--- config.mk ---
export PLATFORM = sky130hd
export DESIGN_NAME = ising_run_ctrl
export DESIGN_NICKNAME = d
export VERILOG_FILES = /design/src/rtl/ising_run_ctrl_pkg.sv /design/src/rtl/ising_run_ctrl_sync_bus.sv /design/src/rtl/ising_run_ctrl.sv
export SDC_FILE = /design/constraint.sdc
export NUM_CORES = 1
export LEC_CHECK = 0
export CAP_MARGIN = 20
export CORE_UTILIZATION = 46
export DETAILED_ROUTE_END_ITERATION = 7
export PLACE_DENSITY = 0.69
export REMOVE_ABC_BUFFERS = 1
export SETUP_SLACK_MARGIN = 0.5
export SYNTH_ARGS = -nofsm -noshare
export SYNTH_HDL_FRONTEND = slang
export SYNTH_SLANG_ARGS = --single-unit
--- constraint.sdc ---
create_clock -name clk -period 2.5 [get_ports clk]
set_input_delay 0.5 -clock clk [delete_from_list [all_inputs] [get_ports clk]]
set_output_delay 0.5 -clock clk [all_outputs]
set_load 0.005 [all_outputs]
--- src/rtl/ising_run_ctrl_pkg.sv ---
// Shared state encoding and default parameter values for the Ising run sequencer.
package ising_run_ctrl_pkg;

  localparam logic [2:0] RUN_IDLE   = 3'd0;
  localparam logic [2:0] RUN_HOLD   = 3'd1;
  localparam logic [2:0] RUN_RUN    = 3'd2;
  localparam logic [2:0] RUN_SAMPLE = 3'd3;
  localparam logic [2:0] RUN_RESULT = 3'd4;

  localparam int DEF_N           = 8;
  localparam int DEF_CNT_W       = 16;
  localparam int DEF_HOLD_CYCLES = 4;
  localparam int DEF_SYNC_STAGES = 2;

  typedef enum logic [2:0] {
    ST_IDLE   = RUN_IDLE,
    ST_HOLD   = RUN_HOLD,
    ST_RUN    = RUN_RUN,
    ST_SAMPLE = RUN_SAMPLE,
    ST_RESULT = RUN_RESULT
  } run_state_t;

  // The array is enabled only while it oscillates and while its levels settle through the synchroniser.
  function automatic logic array_enabled(input run_state_t s);
    return (s == ST_RUN) || (s == ST_SAMPLE);
  endfunction

endpackage

--- src/rtl/ising_run_ctrl_sync_bus.sv ---
// Per-bit flop-chain synchroniser for asynchronous oscillator-domain levels.
// Latency STAGES clocks; no backpressure, samples every cycle.
module sync_bus #(
  parameter int WIDTH  = 8,
  parameter int STAGES = 2
) (
  input  logic             clk,
  input  logic             rstn,
  input  logic [WIDTH-1:0] d,
  output logic [WIDTH-1:0] q
);

  logic [WIDTH-1:0] chain [STAGES];

  always_ff @(posedge clk or negedge rstn) begin
    if (!rstn) begin
      for (int i = 0; i < STAGES; i++) chain[i] <= '0;
    end else begin
      chain[0] <= d;
      for (int i = 1; i < STAGES; i++) chain[i] <= chain[i-1];
    end
  end

  assign q = chain[STAGES-1];

endmodule

--- src/rtl/ising_run_ctrl.sv ---
// Run sequencer: hold array in reset, release for a programmed length, capture synchronised spins.
// Result after HOLD_CYCLES+len+SYNC_STAGES clocks; result held in RESULT until result_ready.
module ising_run_ctrl
  import ising_run_ctrl_pkg::*;
#(
  parameter int N           = DEF_N,
  parameter int CNT_W       = DEF_CNT_W,
  parameter int HOLD_CYCLES = DEF_HOLD_CYCLES,
  parameter int SYNC_STAGES = DEF_SYNC_STAGES
) (
  input  logic             clk,
  input  logic             rstn,
  input  logic             start,
  input  logic [CNT_W-1:0] run_cycles,
  input  logic             abort,
  output logic             busy,
  output logic             ising_rstn,
  input  logic [N-1:0]     spin_in,
  output logic [N-1:0]     spin_out,
  output logic             result_valid,
  input  logic             result_ready
);

  localparam logic [CNT_W-1:0] HOLD_LOAD   = CNT_W'(HOLD_CYCLES - 1);
  localparam logic [CNT_W-1:0] SAMPLE_LOAD = CNT_W'(SYNC_STAGES - 1);

  run_state_t       state, state_nxt;
  logic [CNT_W-1:0] cnt, cnt_nxt;
  logic [CNT_W-1:0] len_q, len_nxt;
  logic [N-1:0]     spin_sync;
  logic             capture;

  sync_bus #(
    .WIDTH  (N),
    .STAGES (SYNC_STAGES)
  ) u_sync (
    .clk  (clk),
    .rstn (rstn),
    .d    (spin_in),
    .q    (spin_sync)
  );

  always_comb begin
    state_nxt = state;
    cnt_nxt   = cnt;
    len_nxt   = len_q;
    capture   = 1'b0;
    case (state)
      ST_IDLE: begin
        if (start) begin
          state_nxt = ST_HOLD;
          len_nxt   = (run_cycles == '0) ? CNT_W'(1) : run_cycles;
          cnt_nxt   = HOLD_LOAD;
        end
      end
      ST_HOLD: begin
        if (abort) begin
          state_nxt = ST_IDLE;
          cnt_nxt   = '0;
        end else if (cnt == '0) begin
          state_nxt = ST_RUN;
          cnt_nxt   = len_q - CNT_W'(1);
        end else begin
          cnt_nxt   = cnt - CNT_W'(1);
        end
      end
      ST_RUN: begin
        if (abort) begin
          state_nxt = ST_IDLE;
          cnt_nxt   = '0;
        end else if (cnt == '0) begin
          state_nxt = ST_SAMPLE;
          cnt_nxt   = SAMPLE_LOAD;
        end else begin
          cnt_nxt   = cnt - CNT_W'(1);
        end
      end
      ST_SAMPLE: begin
        if (abort) begin
          state_nxt = ST_IDLE;
          cnt_nxt   = '0;
        end else if (cnt == '0) begin
          state_nxt = ST_RESULT;
          capture   = 1'b1;
        end else begin
          cnt_nxt   = cnt - CNT_W'(1);
        end
      end
      ST_RESULT: begin
        // A start in the accepting cycle is dropped; the requester re-asserts it.
        if (result_ready) state_nxt = ST_IDLE;
      end
      default: begin
        state_nxt = ST_IDLE;
        cnt_nxt   = '0;
      end
    endcase
  end

  // ising_rstn is its own flop, decoded from the next state, so the array net never glitches.
  always_ff @(posedge clk or negedge rstn) begin
    if (!rstn) begin
      state      <= ST_IDLE;
      cnt        <= '0;
      len_q      <= '0;
      ising_rstn <= 1'b0;
      spin_out   <= '0;
    end else begin
      state      <= state_nxt;
      cnt        <= cnt_nxt;
      len_q      <= len_nxt;
      ising_rstn <= array_enabled(state_nxt);
      if (capture) spin_out <= spin_sync;
    end
  end

  assign busy         = (state != ST_IDLE);
  assign result_valid = (state == ST_RESULT);

endmodule

==> impl_metrics.ini <==
[sta]
hold_viol_final = 0
whs_ns = 0.08844
min_period_ns = 2.335
fin_setup_tns_ns = 0
setup_viol = 0
worst_clock_skew_ns = 0.006273
finalCritPeriodShare_pct = 93.38
rsz0062_at_grt = yes
setup_ws_ns = 0.1654
fmax_mhz = 428.3
relSlewSlack_pct = 65.12
report.final.slew_viol_count = 0
tightest_slew_ns = 0.5192

[floorplanning]
io_pins = 40
core_area_mm2 = 0.006314
die_w_um = 82.65
row_count = 29
start_util_pct = 47.38
die_h_um = 82.65
die_area_mm2 = 0.006830

[cells_and_area]
design_area_mm2 = 0.004307
nets = 412
area_delta_synth_final_pct = 43.96
fin_cells = 463
drive_gt1_share_pct = 35.49
fin_util_pct = 68.21
n_antenna_cell = 0

[logic_synthesis]
ys_ff_latch = 60
yosys_warnings = 0
synth_compound_area_share_pct = 13.51
synthMuxAreaShare_pct = 8.281
async_reset_ff_share_pct = 100.0
syn_area_mm2 = 0.002992
postSynthAreaPerCell_um2 = 10.57
yosysTopAreaCell = dfrtp_1
synthXorXnorAreaFrac_pct = 4.684
synth_edf_count = 0
synth_fa_ha_area_share_pct = 0.8365
synth_simple_gate_area_share_pct = 20.74
synth.top_cell.area_share_pct = 50.19
synth_ff_type = dfrtp_1
ys_seq_area_share_pct = 50.19
ys_top_cells_by_area = dfrtp_1 (50%), mux2_2 (8.3%), nand2_1 (3.5%), nor2_1 (3.0%), o21ai_0 (2.3%)
synth_top_family_by_area = simple AND/OR/NAND/NOR gates
synthTopCellsByCount = dfrtp_1 (60), nand2_1 (28), nor2_1 (24), mux2_2 (22), o21ai_0 (14)
synthCells = 283
synth_cell_types = 56
synth_most_common_cell = dfrtp_1

[global_route]
grt_max_degree = 26
grt-ovfl-total = 0
grt_pass1_vias = 2458
grt_use_total_pct = 24.20
antenna_found_initial = 0
grt_pass1_wl_mm = 11.84

[routing]
vias = 2663
avgViaCountPerCell = 5.752
drt_iter0_drc = 192
wirelength_mm = 8.070
wl_per_cell_um = 17.43
drt_first_pass_iters = 6
ant_nets = 0
drcViolationCount = 0

[setup_path]
crit_fanout = 5
arrival_ns = 2.56
worstSetupPathType = reg2reg
cp-start-kind = register
crit_required_ns = 2.73
cp-end-kind = register

[pwr]
total_power_mw = 5.799
power.leakage_nw = 1.878
peakVddDrop_uv = 836.4
p_per_area_mw_per_mm2 = 1347

[clock_tree]
clock-root-buffer = clkbuf_8
path_clk_slew_ns = 0.08
cts_max_level = 3
clock_latency_ns = 0.34
clkSinkCount = 60
cts_max_path_buffers = 2
cts_buffers = 9
cts_tree = done

[placement]
detailedPlacementHpwl_mm = 5.128
place_area_mm2 = 0.003563
numPlacedInstances = 408
place_ws_ns = 0.1261
io_buffers = 39
gp_congestion = 0.8872

[run_status]
outcome = finished, final reports clean

[hold_path]
hold_class = in2async

[flow_run]
cap_violations = 0
-- critical path, stage by stage (launching register included) --
cell     delay [ns]
dfrtp_1        0.40
or4_4          0.54
or3_4          0.38
buf_6          0.13
nor2_4         0.13
buf_6          0.17
a31o_2         0.18
a22oi_1        0.11
a21o_1         0.18
-- routing by layer --
layer / GRT usage (%) / vias up / routed length [um]
met5: 0 / - / 0
met1: 30.20 / 1304 / 3379
met2: 39.18 / 119 / 4023
met3: 6.154 / 19 / 461
met4: 11.21 / 0 / 206
li1: - / 1221 / -
-- state kept, by name (all words and copies together), names as in the netlist --
signal / flops
cnt: 16
ising_rstn: 1
len_q: 16
spin_out: 8
state: 3
u_sync.chain: 8
u_sync.q: 8
-- cells in the final DEF, fill, tap and decap left out, types with 3 or more instances in the layout --
cell type / Yosys / final
o21ai_0: 14 / 9
clkdlybuf4s50_1: 0 / 36
nor2_1: 24 / 22
nand2b_1: 3 / 3
nor3_2: 1 / 3
a21oi_1: 9 / 8
nor3_1: 11 / 8
xor2_1: 8 / 7
buf_4: 0 / 40
and3_1: 3 / 3
nor2b_1: 4 / 4
buf_6: 0 / 14
nand3_1: 6 / 3
nand2_1: 28 / 24
dfrtp_1: 60 / 56
o21ai_1: 0 / 5
or3_1: 7 / 6
nand2_2: 0 / 3
clkbuf_8: 0 / 9
and2_1: 3 / 3
nor4_1: 6 / 4
or2_2: 3 / 3
inv_6: 0 / 3
dfrtp_2: 0 / 4
mux2_2: 22 / 22
o31ai_1: 4 / 3
xnor2_1: 8 / 8
-- repair_timing --
| action | in CTS | in global routing |
|---|---|---|
| hold endpoints to repair | 0 | 0 |
| pin swaps | 7 | 8 |
| hold buffers | 0 | 0 |
| setup endpoints to repair | 30 | 30 |
| setup buffers | 18 | 19 |
| resized for setup | 26 | 40 |
| cloned | 1 | 1 |
-- cell type report --
cell class,instances,area [um^2]
sequential,60,1506
timing repair buffer,95,858.3
tap,77,96.34
fill,494,2007
clock inverter,7,82.58
multi-input combinational,211,1624
inverter,4,15.01
clock buffer,9,123.9
-- kinds of logic (layout without fill, tap and decap cells) --
family | Yosys count | after routing
and+or+nand+nor | 114 | 114
adders and majority gates | 2 | 2
xor gates and xnor gates | 16 | 16
DFF | 60 | 60
muxes | 22 | 22
AOI/OAI and AO/OA | 57 | 57
buffers and inverters | 12 | 115
-- where the power goes --
part | switching, mW | total [mW] | leakage, nW | internal [mW]
logic | 1.60 | 3.27 | 1.03 | 1.67
registers | 0.336 | 1.62 | 0.748 | 1.28
clock network | 0.438 | 0.915 | 0.0988 | 0.477
total | 2.37 | 5.80 | 1.88 | 3.43
-- path summary, 6_finish.rpt --
path	from	to	slack, ns	cells past startpoint
max reg2reg	cnt[14]	cnt[6]	0.17	8
min reg2reg	u_sync.chain[15]	u_sync.q[7]	0.35	0
min	rstn	u_sync.q[7]	0.09	1
max	cnt[14]	cnt[6]	0.17	8
max in group asynchronous	rstn	spin_out[5]	1.75	2
min in group clk	u_sync.chain[15]	u_sync.q[7]	0.35	0
(Power assumes the default switching activity.)
